[config.mk]
export PLATFORM = sky130hd
export DESIGN_NAME = stq_drain_flat
export DESIGN_NICKNAME = d
export VERILOG_FILES = /design/src/rtl/lsu_pkg.sv /design/src/rtl/stq_drain_if.sv /design/src/rtl/stq_drain_wrap_counter.sv /design/src/rtl/stq_drain.sv /design/src/flat_wrapper.sv
export SDC_FILE = /design/constraint.sdc
export NUM_CORES = 1
export LEC_CHECK = 0
export ABC_CLOCK_PERIOD_IN_PS = 2120
export BUFFER_PORTS_ARGS = -buffer_cell sky130_fd_sc_hd__buf_2
export CAP_MARGIN = 20
export CORE_MARGIN = 3
export CORE_UTILIZATION = 49
export CTS_BUF_LIST = sky130_fd_sc_hd__clkbuf_4
export DETAILED_ROUTE_END_ITERATION = 10
export PLACE_DENSITY = 0.82
export SLEW_MARGIN = 10
export SYNTH_ARGS = -nofsm -noshare
export SYNTH_HDL_FRONTEND = slang
export SYNTH_SLANG_ARGS = --single-unit
export TNS_END_PERCENT = 1
[constraint.sdc]
create_clock -name clk -period 2.12 [get_ports clk]
set_input_delay 0.318 -clock clk [delete_from_list [all_inputs] [get_ports clk]]
set_output_delay 0.318 -clock clk [all_outputs]
set_load 0.05 [all_outputs]
[src/rtl/lsu_pkg.sv]
// Shared load/store-unit types: widths, STQ entry layout, STQ index and drain FSM state.
package lsu_pkg;

    localparam int XLEN      = 32;
    localparam int STQ_SIZE  = 16;
    localparam int STQ_IDX_W = $clog2(STQ_SIZE);

    typedef logic [STQ_IDX_W-1:0] stq_idx_t;

    typedef enum logic [1:0] {
        IDLE,
        REQ,
        WAIT_ACK
    } drain_state_t;

    typedef struct packed {
        logic            valid;
        logic            committed;
        logic            address_valid;
        logic            data_valid;
        logic [XLEN-1:0] address;
        logic [XLEN-1:0] data;
    } store_queue_entry;

    function automatic logic [XLEN-1:0] word_align(input logic [XLEN-1:0] addr);
        return {addr[XLEN-1:2], 2'b00};
    endfunction

endpackage

[src/rtl/stq_drain_if.sv]
// STQ head/pop channel plus the data-memory write request/ack channel.
// master = drain engine, slave = STQ storage and memory port.
interface stq_drain_if;
    import lsu_pkg::*;

    stq_idx_t         stq_head;
    store_queue_entry stq_head_entry;
    logic             stq_pop;
    stq_idx_t         stq_pop_index;
    logic             mem_req_valid;
    logic             mem_req_ready;
    logic [XLEN-1:0]  mem_req_addr;
    logic [XLEN-1:0]  mem_req_data;
    logic             mem_ack;

    modport master (
        output stq_head, stq_pop, stq_pop_index,
        output mem_req_valid, mem_req_addr, mem_req_data,
        input  stq_head_entry, mem_req_ready, mem_ack
    );

    modport slave (
        input  stq_head, stq_pop, stq_pop_index,
        input  mem_req_valid, mem_req_addr, mem_req_data,
        output stq_head_entry, mem_req_ready, mem_ack
    );

endinterface

[src/rtl/stq_drain_wrap_counter.sv]
// Power-of-two ring pointer: increments on inc, wraps naturally at 2^WIDTH.
// Zero latency to value after the edge; no backpressure.
module wrap_counter #(
    parameter int WIDTH = 4
) (
    input  logic             clk,
    input  logic             reset,
    input  logic             inc,
    output logic [WIDTH-1:0] value
);

    logic [WIDTH-1:0] value_q;
    logic [WIDTH-1:0] value_d;

    always_comb begin
        value_d = value_q;
        if (inc) begin
            value_d = value_q + WIDTH'(1);
        end
    end

    always_ff @(posedge clk) begin
        if (reset) begin
            value_q <= '0;
        end else begin
            value_q <= value_d;
        end
    end

    assign value = value_q;

endmodule

[src/rtl/stq_drain.sv]
// Retires committed STQ head stores to data memory in order; request 1 cycle after eligibility,
// pop 1 cycle after ack (3-cycle minimum per store); request held stable while mem_req_ready is low.
module stq_drain
    import lsu_pkg::*;
(
    input  logic        clk,
    input  logic        reset,
    stq_drain_if.master bus,
    output logic        busy,
    output logic        misaligned_error,
    output logic [31:0] drained_count
);

    drain_state_t    state_q, state_d;
    logic [XLEN-1:0] addr_q, addr_d;
    logic [XLEN-1:0] data_q, data_d;
    logic            pop_q, pop_d;
    stq_idx_t        pop_idx_q, pop_idx_d;
    logic            mis_q, mis_d;
    logic [31:0]     cnt_q, cnt_d;
    stq_idx_t        head;
    logic            head_eligible;
    logic            ack_fire;

    assign head_eligible = bus.stq_head_entry.valid & bus.stq_head_entry.committed &
                           bus.stq_head_entry.address_valid & bus.stq_head_entry.data_valid;
    assign ack_fire      = (state_q == WAIT_ACK) & bus.mem_ack;

    wrap_counter #(
        .WIDTH (STQ_IDX_W)
    ) u_head (
        .clk   (clk),
        .reset (reset),
        .inc   (ack_fire),
        .value (head)
    );

    always_ff @(posedge clk) begin
        if (reset) begin
            state_q <= IDLE;
        end else begin
            state_q <= state_d;
        end
    end

    always_comb begin
        state_d = state_q;
        case (state_q)
            IDLE:     if (head_eligible)     state_d = REQ;
            REQ:      if (bus.mem_req_ready) state_d = WAIT_ACK;
            WAIT_ACK: if (bus.mem_ack)       state_d = IDLE;
            default:                         state_d = IDLE;
        endcase
    end

    // Only IDLE samples the head entry; REQ/WAIT_ACK run from the latched copy.
    always_comb begin
        addr_d    = addr_q;
        data_d    = data_q;
        mis_d     = mis_q;
        pop_d     = ack_fire;
        pop_idx_d = pop_idx_q;
        cnt_d     = cnt_q;
        if ((state_q == IDLE) && head_eligible) begin
            addr_d = word_align(bus.stq_head_entry.address);
            data_d = bus.stq_head_entry.data;
            if (bus.stq_head_entry.address[1:0] != 2'b00) begin
                mis_d = 1'b1;
            end
        end
        if (ack_fire) begin
            pop_idx_d = head;
            cnt_d     = cnt_q + 32'd1;
        end
    end

    always_ff @(posedge clk) begin
        if (reset) begin
            addr_q    <= '0;
            data_q    <= '0;
            mis_q     <= 1'b0;
            pop_q     <= 1'b0;
            pop_idx_q <= '0;
            cnt_q     <= '0;
        end else begin
            addr_q    <= addr_d;
            data_q    <= data_d;
            mis_q     <= mis_d;
            pop_q     <= pop_d;
            pop_idx_q <= pop_idx_d;
            cnt_q     <= cnt_d;
        end
    end

    assign bus.stq_head      = head;
    assign bus.stq_pop       = pop_q;
    assign bus.stq_pop_index = pop_idx_q;
    assign bus.mem_req_valid = (state_q == REQ);
    assign bus.mem_req_addr  = addr_q;
    assign bus.mem_req_data  = data_q;
    assign busy              = (state_q != IDLE);
    assign misaligned_error  = mis_q;
    assign drained_count     = cnt_q;

endmodule

[src/flat_wrapper.sv]
// flat-port wrapper written by rule: the top's interface ports become plain ports
module stq_drain_flat import lsu_pkg::*;
  (clk, reset, busy, misaligned_error, drained_count, bus_stq_head, bus_stq_pop, bus_stq_pop_index, bus_mem_req_valid, bus_mem_req_addr, bus_mem_req_data, bus_stq_head_entry, bus_mem_req_ready, bus_mem_ack);
  stq_drain_if bus_i ();
  input  logic clk;
  input  logic reset;
  output logic busy;
  output logic misaligned_error;
  output logic [31:0] drained_count;
  output wire logic [$bits(bus_i.stq_head)-1:0] bus_stq_head;
  output wire logic [$bits(bus_i.stq_pop)-1:0] bus_stq_pop;
  output wire logic [$bits(bus_i.stq_pop_index)-1:0] bus_stq_pop_index;
  output wire logic [$bits(bus_i.mem_req_valid)-1:0] bus_mem_req_valid;
  output wire logic [$bits(bus_i.mem_req_addr)-1:0] bus_mem_req_addr;
  output wire logic [$bits(bus_i.mem_req_data)-1:0] bus_mem_req_data;
  input wire logic [$bits(bus_i.stq_head_entry)-1:0] bus_stq_head_entry;
  input wire logic [$bits(bus_i.mem_req_ready)-1:0] bus_mem_req_ready;
  input wire logic [$bits(bus_i.mem_ack)-1:0] bus_mem_ack;
  assign bus_stq_head = bus_i.stq_head;
  assign bus_stq_pop = bus_i.stq_pop;
  assign bus_stq_pop_index = bus_i.stq_pop_index;
  assign bus_mem_req_valid = bus_i.mem_req_valid;
  assign bus_mem_req_addr = bus_i.mem_req_addr;
  assign bus_mem_req_data = bus_i.mem_req_data;
  assign bus_i.stq_head_entry = bus_stq_head_entry;
  assign bus_i.mem_req_ready = bus_mem_req_ready;
  assign bus_i.mem_ack = bus_mem_ack;
  stq_drain u_core (.clk(clk), .reset(reset), .bus(bus_i), .busy(busy), .misaligned_error(misaligned_error), .drained_count(drained_count));
endmodule
==> Word-level counts from Yosys, hierarchy flattened <==
Index checks and enable logic that the tools add are counted.
{ "word_totals": {"register_bits": 106, "input_bits": 72} }
{ "classes": {"n_addsub": 2, "n_eq_ne": 5, "mux": 4, "bitwise": 4, "reduce_logical": 6} }
{ "op_table": {"columns": ["cell", "count"], "rows": [
  ["$add A32 B1 Y32 const B", 1],
  ["$mux W2", 3],
  ["$pmux W2 S3", 1],
  ["$add A4 B1 Y4 const B", 1],
  ["$and A1 B1 Y1", 4],
  ["$ne A2 B1 Y1 const B", 2],
  ["$reduce_bool A2 Y1", 2],
  ["$reduce_and A3 Y1", 1],
  ["$eq A2 B1 Y1 const B", 1],
  ["$eq A2 B2 Y1 const B", 1],
  ["$logic_not A2 Y1", 1],
  ["$ne A2 B2 Y1 const B", 1],
  ["$reduce_and A2 Y1", 1],
  ["$logic_and A1 B1 Y1", 1]
]} }

==> Logic depth before layout (Yosys ltp) <==
Gate-level depths: netlist (run 1).
{ "logic_depth": {"depth_word": 5, "ltp_mapped": 6, "mapped_depth_nobuf": 5} }

==> Cells and area by module <==
Synthesis (run 1) repeated with hierarchy kept, for this count alone.
{ "unflattened": {"hier_cells": 496, "hier_area_um2": 4112.7} }
{ "by_module_without_submodules": {"columns": ["mod", "instances", "cells_each", "area_each_um2"], "rows": [
  ["stq_drain", 1, 480, 3933.8],
  ["wrap_counter", 1, 16, 178.9]
]} }

==> Least setup slack after synthesis (run 1) <==
Ideal clock, no wire load.
{ "synth_path": {"path_type": "register -> register", "from": "register u_core.cnt_q[2] (netlist: u_core.drained_count[2])", "to": "register u_core.cnt_q[31] (netlist: u_core.drained_count[31])", "setup_ns": 0.123, "t_arrival_ns": 2.090, "required_ns": 1.997, "setup_slack_ns": -0.094, "path_stages_with_launch": 5, "cell_sequence": "dfxtp_1 nand4b_4 or4_4 nor4_4 mux2_1"} }
{ "synth_between": {"elab_chain_cells": 1} }
{ "synth_lines": {"columns": ["item", "line_no", "source"], "rows": [
  ["from (decl)", "stq_drain.sv:20", "logic [31:0] cnt_q, cnt_d;"],
  ["from (signal assigned)", "stq_drain.sv:91", "cnt_q <= cnt_d;"],
  ["$add A32 B1 Y32", "stq_drain.sv:73", "cnt_d = cnt_q + 32'd1;"]
]} }
Every way passes these cells.
A chain may end at the register's enable or synchronous reset.

==> Final worst setup path (run 1) <==
{ "layout_path": {"from": "register u_core.state_q[1]", "to": "register u_core.cnt_q[31] (netlist: u_core.drained_count[31])"} }
{ "layout_between": {"elab_chain_cells": 2} }
{ "layout_lines": {"columns": ["item", "line_no", "source"], "rows": [
  ["from (decl)", "stq_drain.sv:14", "drain_state_t state_q, state_d;"],
  ["from (signal assigned)", "stq_drain.sv:42", "state_q <= state_d;"],
  ["$eq A2 B2 Y1", "stq_drain.sv:27", "assign ack_fire = (state_q == WAIT_ACK) & bus.mem_ack;"],
  ["$and A1 B1 Y1", "stq_drain.sv:27", null]
]} }
Every way passes these cells.

==> metrics.json, run 1 <==
{
  "min_path": {
    "min_delay_path_depth": 3,
    "hold_path.startpoint": "bus_stq_head_entry[35]",
    "holdPathEnd": "u_core.bus.mem_req_addr[3]",
    "hold_path_class": "input pin to flip-flop"
  },
  "timing": {
    "rsz0062_at_grt": "false",
    "timing.final.crit_share_pct": 92.7,
    "fmax_mhz": 509,
    "slew-limit-headroom_pct": 60.1,
    "timing.clock.skew_ps": 21.7,
    "fin_tns_setup_ps": 0,
    "setup-violations-final": 0,
    "final_critical_path_time_including_i_o_delays_and_setup_ps": 1960,
    "finalHoldViolations": 0,
    "finalMaxSlewViolations": 0,
    "worst_slew_pin_slew_ps": 598
  },
  "global_routing": {
    "grtUsageTotal_pct": 22.0,
    "grt_max_degree": 61,
    "grt-ovfl-total": 0,
    "grt_pass1_vias": 3816,
    "antenna_violations_before_repair": 0,
    "global_route_wire_length_before_repair_mm": 17.9
  },
  "logic_synthesis": {
    "netlist_area_um2": 4220,
    "ys_seq_elements": 106,
    "synth_enable_flop_cells": 0,
    "synth.largest_area_cell": "sky130_fd_sc_hd__dfxtp_1",
    "yosys.area.top_type_share_pct": 50.3,
    "postSynthCellCount": 514,
    "yosysWarnings": 0,
    "ys_async_sr_fraction_pct": 0,
    "postSynth.topFlopCell": "sky130_fd_sc_hd__dfxtp_1",
    "yosys.cell_types.count": 42,
    "synth_area_per_cell_um2": 8.21,
    "synth_seq_area_share_pct": 50.3,
    "synth_top_cells_by_area": "sky130_fd_sc_hd__dfxtp_1, sky130_fd_sc_hd__nand2_1, sky130_fd_sc_hd__a21oi_1"
  },
  "floorplan": {
    "die_w_um": 98.8,
    "floorplan.core_area_um2": 8300,
    "chipHeight_um": 98.8,
    "die_outline_area_um2": 9760,
    "io-pin-count": 180,
    "initial_utilization_pct": 50.8,
    "placement_rows": 33
  },
  "critical_path": {
    "crit-reg2reg-capture": "u_core.drained_count[31]",
    "worst_r2r_path_depth": 4,
    "critPathKind": "flip-flop to flip-flop",
    "crit_fanout": 8,
    "cp-end-kind": "flip-flop",
    "critPathArrivalTime_ps": 2310,
    "worst_setup_path_start_kind": "flip-flop",
    "r2r_start": "u_core.state_q[1]",
    "worst-r2r-setup-slack_ps": 160,
    "worst_ep_required_time_ps": 2460
  },
  "placed_design": {
    "detailed_placement_hpwl_mm": 7.95,
    "buffers_on_ports": 177,
    "post-place-cells": 770,
    "rd_place_congestion": 0.787
  },
  "final_layout": {
    "insertedDiodeCount": 0,
    "layout-drive-gt1-share_pct": 31.9,
    "layout.nets": 750,
    "instances_no_fill": 786,
    "area_growth_from_synthesis_to_layout_pct": 25.8,
    "fillerInstances": 715
  },
  "detailed_routing": {
    "route.vias.total": 4108,
    "total_wire_length_after_detailed_routing_mm": 10.8,
    "antenna_violating_nets_post_route": 0,
    "first_pass_iters": 4,
    "wire_per_inst_um": 13.8,
    "drcViolationCount": 0,
    "routed_via_density": 5.23,
    "drt-initial-drc-count": 183
  },
  "clock_network": {
    "clk-insertion-delay-late_ps": 450,
    "clkSinkCount": 106,
    "cts-htree-levels": 3,
    "postCtsSetupBuffers": 0,
    "postCtsResizedCells": 0,
    "cts_made_buffers": 9,
    "number_of_buffers_added_to_fix_hold_violations_after_cts": 0,
    "cts_tree": "done",
    "cts.root.buffer_cell": "sky130_fd_sc_hd__clkbuf_4",
    "max-clock-path-buffers": 2,
    "cts.clk_slew.worst_paths_ps": 180
  },
  "run": {
    "maxCapViolations": 0
  },
  "power_and_ir_drop": {
    "peakVddDrop_v": 0.000346,
    "power_uw": 3270,
    "p_per_area_nw_per_um2": 617,
    "static-leakage-power_uw": 0.00231
  },
  "run_status": {
    "outcome": "finished, final reports clean"
  }
}
-- cell type report --
cell class	count	area, um^2	share of cell area [%]
clock inverters	7	52.6	0.990
inverters	3	11.3	0.212
well taps	105	131	2.48
repair buffers	185	973	18.3
clock buffers	9	67.6	1.27
flip-flops and latches	106	2130	40.1
multi-input cells	371	1940	36.6
-- worst max-delay path by stage --
stage                                  start                  endpoint  slack (ps)  depth (start not counted)
floorplan           u_core.drained_count[19]  u_core.drained_count[29]           8                          5
global placement                 bus_mem_ack  u_core.drained_count[31]         240                          5
detailed placement               bus_mem_ack  u_core.drained_count[31]         210                          5
CTS                        u_core.state_q[1]  u_core.drained_count[31]         150                          4
global route         u_core.drained_count[5]  u_core.drained_count[26]           2                          4
finish                     u_core.state_q[1]  u_core.drained_count[31]         160                          4
-- power by group --
part / internal [uW] / switching, uW / leakage, uW
Sequential: 2020 / 13.1 / 0.000858
Clock: 254 / 695 / 0.0000639
Combinational: 91.4 / 201 / 0.00139
Total: 2370 / 910 / 0.00231
-- placed cells by master, fill, tap and decap left out, types with 3 or more instances in the layout --
cell type / instances
sky130_fd_sc_hd__mux2_1: 3
sky130_fd_sc_hd__nor4_1: 3
sky130_fd_sc_hd__inv_1: 3
sky130_fd_sc_hd__dfxtp_1: 102
sky130_fd_sc_hd__buf_4: 7
sky130_fd_sc_hd__or3_1: 3
sky130_fd_sc_hd__and2_1: 3
sky130_fd_sc_hd__and4_1: 4
sky130_fd_sc_hd__or4_1: 10
sky130_fd_sc_hd__a21oi_1: 86
sky130_fd_sc_hd__clkbuf_4: 9
sky130_fd_sc_hd__dfxtp_2: 4
sky130_fd_sc_hd__nand3_1: 7
sky130_fd_sc_hd__o31ai_1: 10
sky130_fd_sc_hd__buf_2: 176
sky130_fd_sc_hd__xor2_1: 8
sky130_fd_sc_hd__nand2_1: 148
sky130_fd_sc_hd__nor2b_1: 6
sky130_fd_sc_hd__nand4_1: 19
sky130_fd_sc_hd__nor2_1: 21
sky130_fd_sc_hd__o21ai_0: 5
sky130_fd_sc_hd__xnor2_1: 5
sky130_fd_sc_hd__and3_1: 5
-- synth_stat cells, drive strengths merged (6+ instances only) --
master and instances:
a21oi 86, buf 6, clkbuf 29, dfxtp 106, nand2 148, nand3 7, nand4 19, nor2 22
nor2b 6, o31ai 10, or4 12, xor2 8
-- through the flow --
stage,instance area [um^2],utilization (%),hold slack [ps],worst slack (ps)
CTS,5310,64.0,48.0,155
floorplan,4230,-,454,8.04
finish,5310,64.0,73.1,155
detailed placement,5190,62.5,441,209
global placement,5190,62.5,435,237
global route,5310,64.0,36.1,2.35
-- critical path: stages, from the launching register on --
cell and delay (ps):
sky130_fd_sc_hd__dfxtp_1 490, sky130_fd_sc_hd__nand4b_4 180, sky130_fd_sc_hd__or4_4 600, sky130_fd_sc_hd__nor4_4 240, sky130_fd_sc_hd__mux2_1 340
-- logic make-up after synthesis --
| kind of cell | Yosys count | share of synthesized area, % |
|---|---|---|
| and+or+nand+nor | 246 | 28.1 |
| DFF | 106 | 50.3 |
| AOI/OAI and AO/OA | 103 | 13.0 |
| buffers and inverters | 38 | 3.88 |
| xor gates and xnor gates | 13 | 2.70 |
| muxes | 5 | 1.33 |
| adders and majority gates | 2 | 0.593 |
| other | 1 | 0.0889 |
-- flip-flops by register name, summed over array words and instances (netlist names) --
register / count
u_core.bus.stq_pop_index: 4
u_core.state_q: 2
u_core.bus.mem_req_addr: 30
u_core.misaligned_error: 1
u_core.bus.stq_pop: 1
u_core.bus.mem_req_data: 32
u_core.u_head.value: 4
u_core.drained_count: 32
-- routing by layer --
metal / routed length, um / vias up / part of all wire (%) / global-route usage [%]
met3: 1050 / 17 / 9.7 / 7.86
met2: 5180 / 162 / 48 / 35.1
li1: - / 2072 / - / -
met5: 0 / - / 0 / 0
met4: 178 / 0 / 1.6 / 6.93
met1: 4400 / 1857 / 41 / 27.8
No activity file was read; power rests on OpenSTA's default activity.
==> inputs of run 2 (changes only) <==
Settings changed: ABC_CLOCK_PERIOD_IN_PS 2120 to 2100.
Clock period 2.12 ns to 2.1 ns, I/O delays scaled along.
==> run 2 against run 1 <==
Compared with the run above:
- clock skew fell by 4.0 ps
- fmax fell by 0.89%
- sequential cell count did not move
- critical path depth did not move
- critical path type unchanged
- combinational power rose by 2%
- global-route usage rose by 0.89 points
- core utilization rose by 0.96 points
- non-clock buffer count rose by 4
- via count rose by 0.56%
- sequential power barely moved
- total power rose by 7.3%
- worst setup slack got worse by 38 ps
==> metrics.json, run 2 (synthesis gave the netlist of run 1 again) <==
{
  "run_status": {
    "outcome": "finished, final reports clean"
  },
  "critical_path": {
    "cp_top_family": "simple AND/OR/NAND/NOR gates",
    "cp.buffers_inverters": {"value": 0, "change": "unchanged"},
    "critPathArrivalTime": {"value": 2310, "unit": "ps", "change": "about the same"},
    "worst_ep_required_time": {"value": 2430, "unit": "ps", "change": "-30 ps"},
    "critPathKind": "flip-flop to flip-flop",
    "timing.critical_path.slowest_stage_cell": "sky130_fd_sc_hd__or4_4",
    "cp-end-kind": "flip-flop",
    "worst_setup_path_start_kind": "flip-flop",
    "worstPathCellList": "nand4b_4 > or4_4 > nor4_4 > mux2_1",
    "max_stage_delay": {"value": 610, "unit": "ps", "change": "about the same"},
    "crit_fanout": {"value": 8, "change": "unchanged"}
  },
  "floorplan": {
    "floorplan.core_area": {"value": 8300, "unit": "um^2", "change": "unchanged"},
    "die_w": {"value": 98.8, "unit": "um", "change": "unchanged"},
    "io-pin-count": {"value": 180, "change": "unchanged"},
    "initial_utilization": {"value": 50.8, "unit": "%", "change": "unchanged"},
    "die_outline_area": {"value": 9760, "unit": "um^2", "change": "unchanged"},
    "chipHeight": {"value": 98.8, "unit": "um", "change": "unchanged"},
    "placement_rows": {"value": 33, "change": "unchanged"}
  },
  "timing": {
    "slew-limit-headroom": {"value": 65.4, "unit": "%", "change": "+5.3 points"},
    "final_critical_path_time_including_i_o_delays_and_setup": {"value": 1980, "unit": "ps", "change": "+17.6 ps"},
    "worst_slew_pin_slew": {"value": 519, "unit": "ps", "change": "-78.8 ps"},
    "setup-violations-final": {"value": 0, "change": "unchanged"},
    "finalHoldViolations": {"value": 0, "change": "unchanged"},
    "fin_tns_setup": {"value": 0, "unit": "ps", "change": "unchanged"},
    "finalMaxSlewViolations": {"value": 0, "change": "unchanged"},
    "rsz0062_at_grt": "false",
    "timing.clock.skew": {"value": 17.7, "unit": "ps", "change": "-3.98 ps"},
    "timing.final.crit_share": {"value": 94.4, "unit": "%", "change": "+1.7 points"},
    "fmax": {"value": 505, "unit": "MHz", "change": "-0.89%"}
  },
  "clock_network": {
    "postCtsSetupBuffers": {"value": 0, "change": "unchanged"},
    "number_of_buffers_added_to_fix_hold_violations_after_cts": {"value": 0, "change": "unchanged"},
    "clk-insertion-delay-late": {"value": 430, "unit": "ps", "change": "-20 ps"},
    "cts_made_buffers": {"value": 9, "change": "unchanged"},
    "cts.root.buffer_cell": "sky130_fd_sc_hd__clkbuf_4",
    "cts-htree-levels": {"value": 3, "change": "unchanged"},
    "postCtsResizedCells": {"value": 0, "change": "unchanged"},
    "cts.clk_slew.worst_paths": {"value": 170, "unit": "ps", "change": "about the same"},
    "max-clock-path-buffers": {"value": 2, "change": "unchanged"},
    "cts_tree": "done",
    "clkSinkCount": {"value": 106, "change": "unchanged"}
  },
  "global_routing": {
    "grtUsageTotal": {"value": 22.8, "unit": "%", "change": "+0.89 points"},
    "grt_pass1_vias": {"value": 3974, "change": "+4.1%"},
    "global_route_wire_length_before_repair": {"value": 18.4, "unit": "mm", "change": "+3.0%"},
    "antenna_violations_before_repair": {"value": 0, "change": "unchanged"},
    "grt-ovfl-total": {"value": 0, "change": "unchanged"},
    "grt_max_degree": {"value": 55, "change": "-9.8%"}
  },
  "min_path": {
    "hold_path_class": "input pin to flip-flop"
  },
  "power_and_ir_drop": {
    "static-leakage-power": {"value": 0.00235, "unit": "uW", "change": "+1.9%"},
    "p_clk_share": {"value": 33.1, "unit": "%", "change": "+4.1 points"},
    "switchingPower": {"value": 886, "unit": "uW", "change": "-2.7%"},
    "power.share.combinational": {"value": 8.5, "unit": "%", "change": "-0.4 points"},
    "p_per_area": {"value": 652, "unit": "nW/um^2", "change": "+5.7%"},
    "power_share_of_the_sequential_group": {"value": 58.4, "unit": "%", "change": "-3.7 points"},
    "switching_share": {"value": 25.2, "unit": "%", "change": "-2.6 points"},
    "peakVddDrop": {"value": 0.000466, "unit": "V", "change": "+34%"},
    "power": {"value": 3510, "unit": "uW", "change": "+7.3%"},
    "p_int": {"value": 2630, "unit": "uW", "change": "+11%"}
  },
  "final_layout": {
    "layout.cells.most_common_list": "sky130_fd_sc_hd__buf_2, sky130_fd_sc_hd__nand2_1, sky130_fd_sc_hd__dfxtp_1",
    "insertedDiodeCount": {"value": 0, "change": "unchanged"},
    "layout.area.seq": {"value": 2130, "unit": "um^2", "change": "about the same"},
    "final_core_util": {"value": 64.9, "unit": "%", "change": "+0.96 points"},
    "fillerInstances": {"value": 722, "change": "+0.98%"},
    "area_growth_from_synthesis_to_layout_pct": 27.7,
    "layout.nets": {"value": 754, "change": "+0.53%"},
    "postLayoutCellArea": {"value": 5390, "unit": "um^2", "change": "+1.5%"},
    "instances_no_fill": {"value": 790, "change": "+0.51%"},
    "layout-drive-gt1-share": {"value": 32.7, "unit": "%", "change": "+0.84 points"},
    "layout.cells.most_common": "sky130_fd_sc_hd__buf_2",
    "multi_input_comb_area": {"value": 1940, "unit": "um^2", "change": "unchanged"}
  },
  "detailed_routing": {
    "drcViolationCount": {"value": 0, "change": "unchanged"},
    "antenna_violating_nets_post_route": {"value": 0, "change": "unchanged"},
    "total_wire_length_after_detailed_routing": {"value": 11.0, "unit": "mm", "change": "+2.0%"},
    "wire_length_on_met3": {"value": 1.08, "unit": "mm", "change": "+2.9%"},
    "highest-signal-layer": "met4",
    "wl_met1": {"value": 4.35, "unit": "mm", "change": "-1.1%"},
    "wire_per_inst": {"value": 14.0, "unit": "um", "change": "+1.5%"},
    "met2_routed_length": {"value": 5.45, "unit": "mm", "change": "+5.1%"},
    "route.vias.total": {"value": 4131, "change": "+0.56%"},
    "routed_via_density": {"value": 5.23, "change": "about the same"},
    "first_pass_iters": {"value": 4, "change": "unchanged"},
    "drt-initial-drc-count": {"value": 165, "change": "-9.8%"}
  },
  "placed_design": {
    "placedInstanceArea": {"value": 5220, "unit": "um^2", "change": "+0.60%"},
    "detailed_placement_hpwl": {"value": 8.24, "unit": "mm", "change": "+3.6%"},
    "post-place-cells": {"value": 774, "change": "+0.52%"},
    "buffers_on_ports": {"value": 177, "change": "unchanged"},
    "rd_place_congestion": {"value": 0.826, "change": "+5.0%"}
  },
  "run": {
    "maxCapViolations": {"value": 0, "change": "unchanged"}
  }
}
[run 2: changes by cell type in the layout (fill, tap and decap cells not counted), sizes merged]
| cell | change |
|---|---|
| buf | +4 |
| bufinv | +2 |
| clkinv | -1 |
| inv | -1 |
[run 2: stage by stage]
| stage | hold WS (ps) | worst slack (ps) |
|---|---|---|
| floorplan | 451 | -6.74 |
| global placement | 439 | 224 |
| detailed placement | 443 | 180 |
| CTS | 57.4 | 123 |
| global route | 29.8 | 48.2 |
| finish | 91.8 | 118 |
[run 2: power by group through the flow]
stage | registers (uW) | logic, uW | clock network [uW]
2_1_floorplan | 2180 | 93.5 | 0
3_3_place_gp | 2090 | 295 | 0
3_5_place_dp | 2090 | 299 | 0
4_1_cts | 2050 | 300 | 1200
5_1_grt | 2060 | 324 | 1290
6_report | 2050 | 299 | 1160
[run 2: worst reg2reg max path: stages (launching register included)]
cell,delay (ps)
sky130_fd_sc_hd__dfxtp_1,490
sky130_fd_sc_hd__nand4b_4,180
sky130_fd_sc_hd__or4_4,610
sky130_fd_sc_hd__nor4_4,260
sky130_fd_sc_hd__mux2_1,350
[run 2: layout make-up]
| cell class | count | area share [%] |
|---|---|---|
| inverter | 3 | 0.209 |
| timing repair buffer | 189 | 18.6 |
| sequential | 106 | 39.5 |
| clock buffer | 9 | 1.25 |
| tap | 105 | 2.44 |
| multi-input combinational | 371 | 36.1 |
| clock inverter | 7 | 1.88 |
[run 2: metal layers]
metal / GRT usage [%] / vias to the layer above
met2: 37.7 / 156
met3: 9.20 / 14
met1: 27.3 / 1883
li1: - / 2078
met4: 7.14 / 0
met5: 0 / -
[run 2: path summary, 6_finish.rpt]
path                                               from                          end  slack (ps)  depth (start not counted)
worst max-delay path                  u_core.state_q[1]     u_core.drained_count[31]         120                          4
worst min-delay path             bus_stq_head_entry[58]  u_core.bus.mem_req_addr[26]          90                          3
worst max register to register        u_core.state_q[1]     u_core.drained_count[31]         120                          4
worst min register to register  u_core.misaligned_error      u_core.misaligned_error         460                          2
==> inputs of run 3 (changes only) <==
Settings changed: ABC_CLOCK_PERIOD_IN_PS 2100 to 2350, CORE_ASPECT_RATIO from default to 1.2, CORE_UTILIZATION 49 to 53, PLACE_DENSITY 0.82 to 0.88.
Clock period 2.1 ns to 2.35 ns, I/O delays scaled along.
==> run 3 against run 2 <==
Compared with the run above:
- combinational power is 11% lower
- clock power down 31%
- highest routed layer unchanged
- largest power group unchanged
- global-route usage is 1.7 points higher
- fmax is 2.0% lower
- sequential power shrank 11%
- critical endpoint unchanged
- non-clock buffer count decreased by 5
- worst hold slack gained 46 ps
- sequential share of layout area up 0.74 points
- critical path type unchanged
==> metrics.json, run 3 (synthesis gave the netlist of run 1 again) <==
{
  "clock_network": {
    "cts_tree": "done",
    "max-clock-path-buffers": {"value": 2, "change": "unchanged"},
    "cts_made_buffers": {"value": 9, "change": "unchanged"},
    "cts-htree-levels": {"value": 3, "change": "unchanged"},
    "cts.root.buffer_cell": "sky130_fd_sc_hd__clkbuf_4",
    "postCtsSetupBuffers": {"value": 0, "change": "unchanged"},
    "clk-insertion-delay-late": {"value": 420, "unit": "ps", "change": "about the same"},
    "clkSinkCount": {"value": 106, "change": "unchanged"},
    "number_of_buffers_added_to_fix_hold_violations_after_cts": {"value": 0, "change": "unchanged"},
    "cts.clk_slew.worst_paths": {"value": 170, "unit": "ps", "change": "about the same"},
    "postCtsResizedCells": {"value": 0, "change": "unchanged"}
  },
  "critical_path": {
    "worst_ep_required_time": {"value": 2650, "unit": "ps", "change": "+220 ps"},
    "critPathArrivalTime": {"value": 2330, "unit": "ps", "change": "+20 ps"},
    "worst-r2r-setup-slack": {"value": 330, "unit": "ps", "change": "+210 ps"},
    "cp-end-kind": "flip-flop",
    "critPathKind": "flip-flop to flip-flop",
    "crit_fanout": {"value": 8, "change": "unchanged"},
    "worst_setup_path_start_kind": "flip-flop"
  },
  "final_layout": {
    "layout.cells.most_common_list": "sky130_fd_sc_hd__buf_2, sky130_fd_sc_hd__nand2_1, sky130_fd_sc_hd__dfxtp_1",
    "layout-drive-gt1-share": {"value": 31.4, "unit": "%", "change": "-1.3 points"},
    "area_growth_from_synthesis_to_layout_pct": 25.0,
    "postLayoutCellArea": {"value": 5270, "unit": "um^2", "change": "-2.1%"},
    "fillerInstances": {"value": 645, "change": "-11%"},
    "layout.nets": {"value": 749, "change": "-0.66%"},
    "layout.area.seq": {"value": 2120, "unit": "um^2", "change": "-0.29%"},
    "final_core_util": {"value": 68.4, "unit": "%", "change": "+3.5 points"},
    "instances_no_fill": {"value": 771, "change": "-2.4%"},
    "multi_input_comb_area": {"value": 1940, "unit": "um^2", "change": "unchanged"},
    "layout.cells.most_common": "sky130_fd_sc_hd__buf_2",
    "insertedDiodeCount": {"value": 0, "change": "unchanged"}
  },
  "timing": {
    "setup-violations-final": {"value": 0, "change": "unchanged"},
    "finalHoldViolations": {"value": 0, "change": "unchanged"},
    "timing.clock.skew": {"value": 24.8, "unit": "ps", "change": "+7.06 ps"},
    "fmax": {"value": 495, "unit": "MHz", "change": "-2.0%"},
    "fin_tns_setup": {"value": 0, "unit": "ps", "change": "unchanged"},
    "final_critical_path_time_including_i_o_delays_and_setup": {"value": 2020, "unit": "ps", "change": "+39.6 ps"},
    "rsz0062_at_grt": "false",
    "finalMaxSlewViolations": {"value": 0, "change": "unchanged"},
    "timing.final.crit_share": {"value": 86.0, "unit": "%", "change": "-8.4 points"}
  },
  "placed_design": {
    "placedInstanceArea": {"value": 5140, "unit": "um^2", "change": "-1.5%"},
    "detailed_placement_hpwl": {"value": 8.24, "unit": "mm", "change": "about the same"},
    "rd_place_congestion": {"value": 0.882, "change": "+6.7%"},
    "post-place-cells": {"value": 755, "change": "-2.5%"},
    "buffers_on_ports": {"value": 177, "change": "unchanged"}
  },
  "detailed_routing": {
    "routed_via_density": {"value": 5.45, "change": "+4.2%"},
    "drt-initial-drc-count": {"value": 251, "change": "+52%"},
    "antenna_violating_nets_post_route": {"value": 0, "change": "unchanged"},
    "wire_per_inst": {"value": 14.4, "unit": "um", "change": "+3.3%"},
    "route.vias.total": {"value": 4200, "change": "+1.7%"},
    "first_pass_iters": {"value": 5, "change": "+1"},
    "total_wire_length_after_detailed_routing": {"value": 11.1, "unit": "mm", "change": "+0.79%"},
    "drcViolationCount": {"value": 0, "change": "unchanged"}
  },
  "floorplan": {
    "initial_utilization": {"value": 54.7, "unit": "%", "change": "+3.9 points"},
    "floorplan.core_area": {"value": 7710, "unit": "um^2", "change": "-7.1%"},
    "die_w": {"value": 87.4, "unit": "um", "change": "-11%"},
    "io-pin-count": {"value": 180, "change": "unchanged"},
    "chipHeight": {"value": 104, "unit": "um", "change": "+5.0%"},
    "placement_rows": {"value": 35, "change": "+6.1%"},
    "die_outline_area": {"value": 9070, "unit": "um^2", "change": "-7.1%"}
  },
  "global_routing": {
    "global_route_wire_length_before_repair": {"value": 18.3, "unit": "mm", "change": "-0.93%"},
    "antenna_violations_before_repair": {"value": 0, "change": "unchanged"},
    "grt_use_met3": {"value": 8.43, "unit": "%", "change": "-0.77 points"},
    "grtUsageTotal": {"value": 24.5, "unit": "%", "change": "+1.7 points"},
    "met1_resource_use_gr": {"value": 28.3, "unit": "%", "change": "+0.97 points"},
    "grt_pass1_vias": {"value": 4023, "change": "+1.2%"},
    "grt-ovfl-total": {"value": 0, "change": "unchanged"},
    "global_route.peak_usage_layer": "met2",
    "grt_use_met2": {"value": 42.1, "unit": "%", "change": "+4.5 points"},
    "grt_max_degree": {"value": 67, "change": "+22%"}
  },
  "power_and_ir_drop": {
    "p_clk_share": {"value": 27.7, "unit": "%", "change": "-5.4 points"},
    "switchingPower": {"value": 768, "unit": "uW", "change": "-13%"},
    "power.share.combinational": {"value": 9.2, "unit": "%", "change": "+0.7 points"},
    "p_int": {"value": 2140, "unit": "uW", "change": "-19%"},
    "peakVddDrop": {"value": 0.000450, "unit": "V", "change": "-3.2%"},
    "switching_share": {"value": 26.4, "unit": "%", "change": "+1.2 points"},
    "p_per_area": {"value": 551, "unit": "nW/um^2", "change": "-16%"},
    "static-leakage-power": {"value": 0.00230, "unit": "uW", "change": "-2.1%"},
    "power": {"value": 2910, "unit": "uW", "change": "-17%"},
    "power_share_of_the_sequential_group": {"value": 63.1, "unit": "%", "change": "+4.7 points"}
  },
  "run": {
    "maxCapViolations": {"value": 0, "change": "unchanged"}
  },
  "min_path": {
    "hold_path_class": "input pin to flip-flop"
  },
  "run_status": {
    "outcome": "finished, final reports clean"
  }
}
run 3: changes by cell type in the layout (fill, tap and decap cells not counted), sizes merged:
cell    change
bufinv      -2
clkbuf      +1
buf         -5
run 3: area by class of cell:
cell class              instances  share of cell area [%]
clock buffers                  10                    1.42
clock inverters                 5                   0.736
inverters                       3                   0.214
multi-input cells             371                    36.9
flip-flops and latches        106                    40.2
well taps                      92                    2.18
repair buffers                184                    18.3
run 3: final timing paths:
path                                                   from                          end  depth (start not counted)
worst max register to register      u_core.drained_count[2]     u_core.drained_count[31]                          4
worst max-delay path                u_core.drained_count[2]     u_core.drained_count[31]                          4
worst min register to register  u_core.bus.mem_req_addr[12]  u_core.bus.mem_req_addr[12]                          2
worst min-delay path                 bus_stq_head_entry[25]  u_core.bus.mem_req_data[25]                          3
run 3: metrics by stage:
step                      worst slack (ps)  hold WS, ps
after detailed placement               377          444
after floorplan                        136          489
after global routing                   164         90.1
after CTS                              346          108
after global placement                 445          431
final                                  328          138
run 3: power by group through the flow:
stage	registers, uW	clock network, uW	logic [uW]
6_report	1830	805	267
5_1_grt	1840	912	287
4_1_cts	1830	834	265
3_5_place_dp	1870	0	265
3_3_place_gp	1870	0	260
2_1_floorplan	1950	0	83.5
run 3: worst max-delay path: stages, from the launching register on:
cell                       delay [ps]
sky130_fd_sc_hd__dfxtp_1          530
sky130_fd_sc_hd__nand4b_4         200
sky130_fd_sc_hd__or4_4            620
sky130_fd_sc_hd__nor4_4           230
sky130_fd_sc_hd__mux2_1           330
run 3: routing by layer:
| layer | vias to the layer above | wire length (um) | part of all wire [%] |
|---|---|---|---|
| li1 | 2073 | - | - |
| met1 | 1942 | 4250 | 38 |
| met2 | 167 | 5670 | 51 |
| met3 | 18 | 1040 | 9.4 |
| met4 | 0 | 159 | 1.4 |
| met5 | - | 0 | 0 |
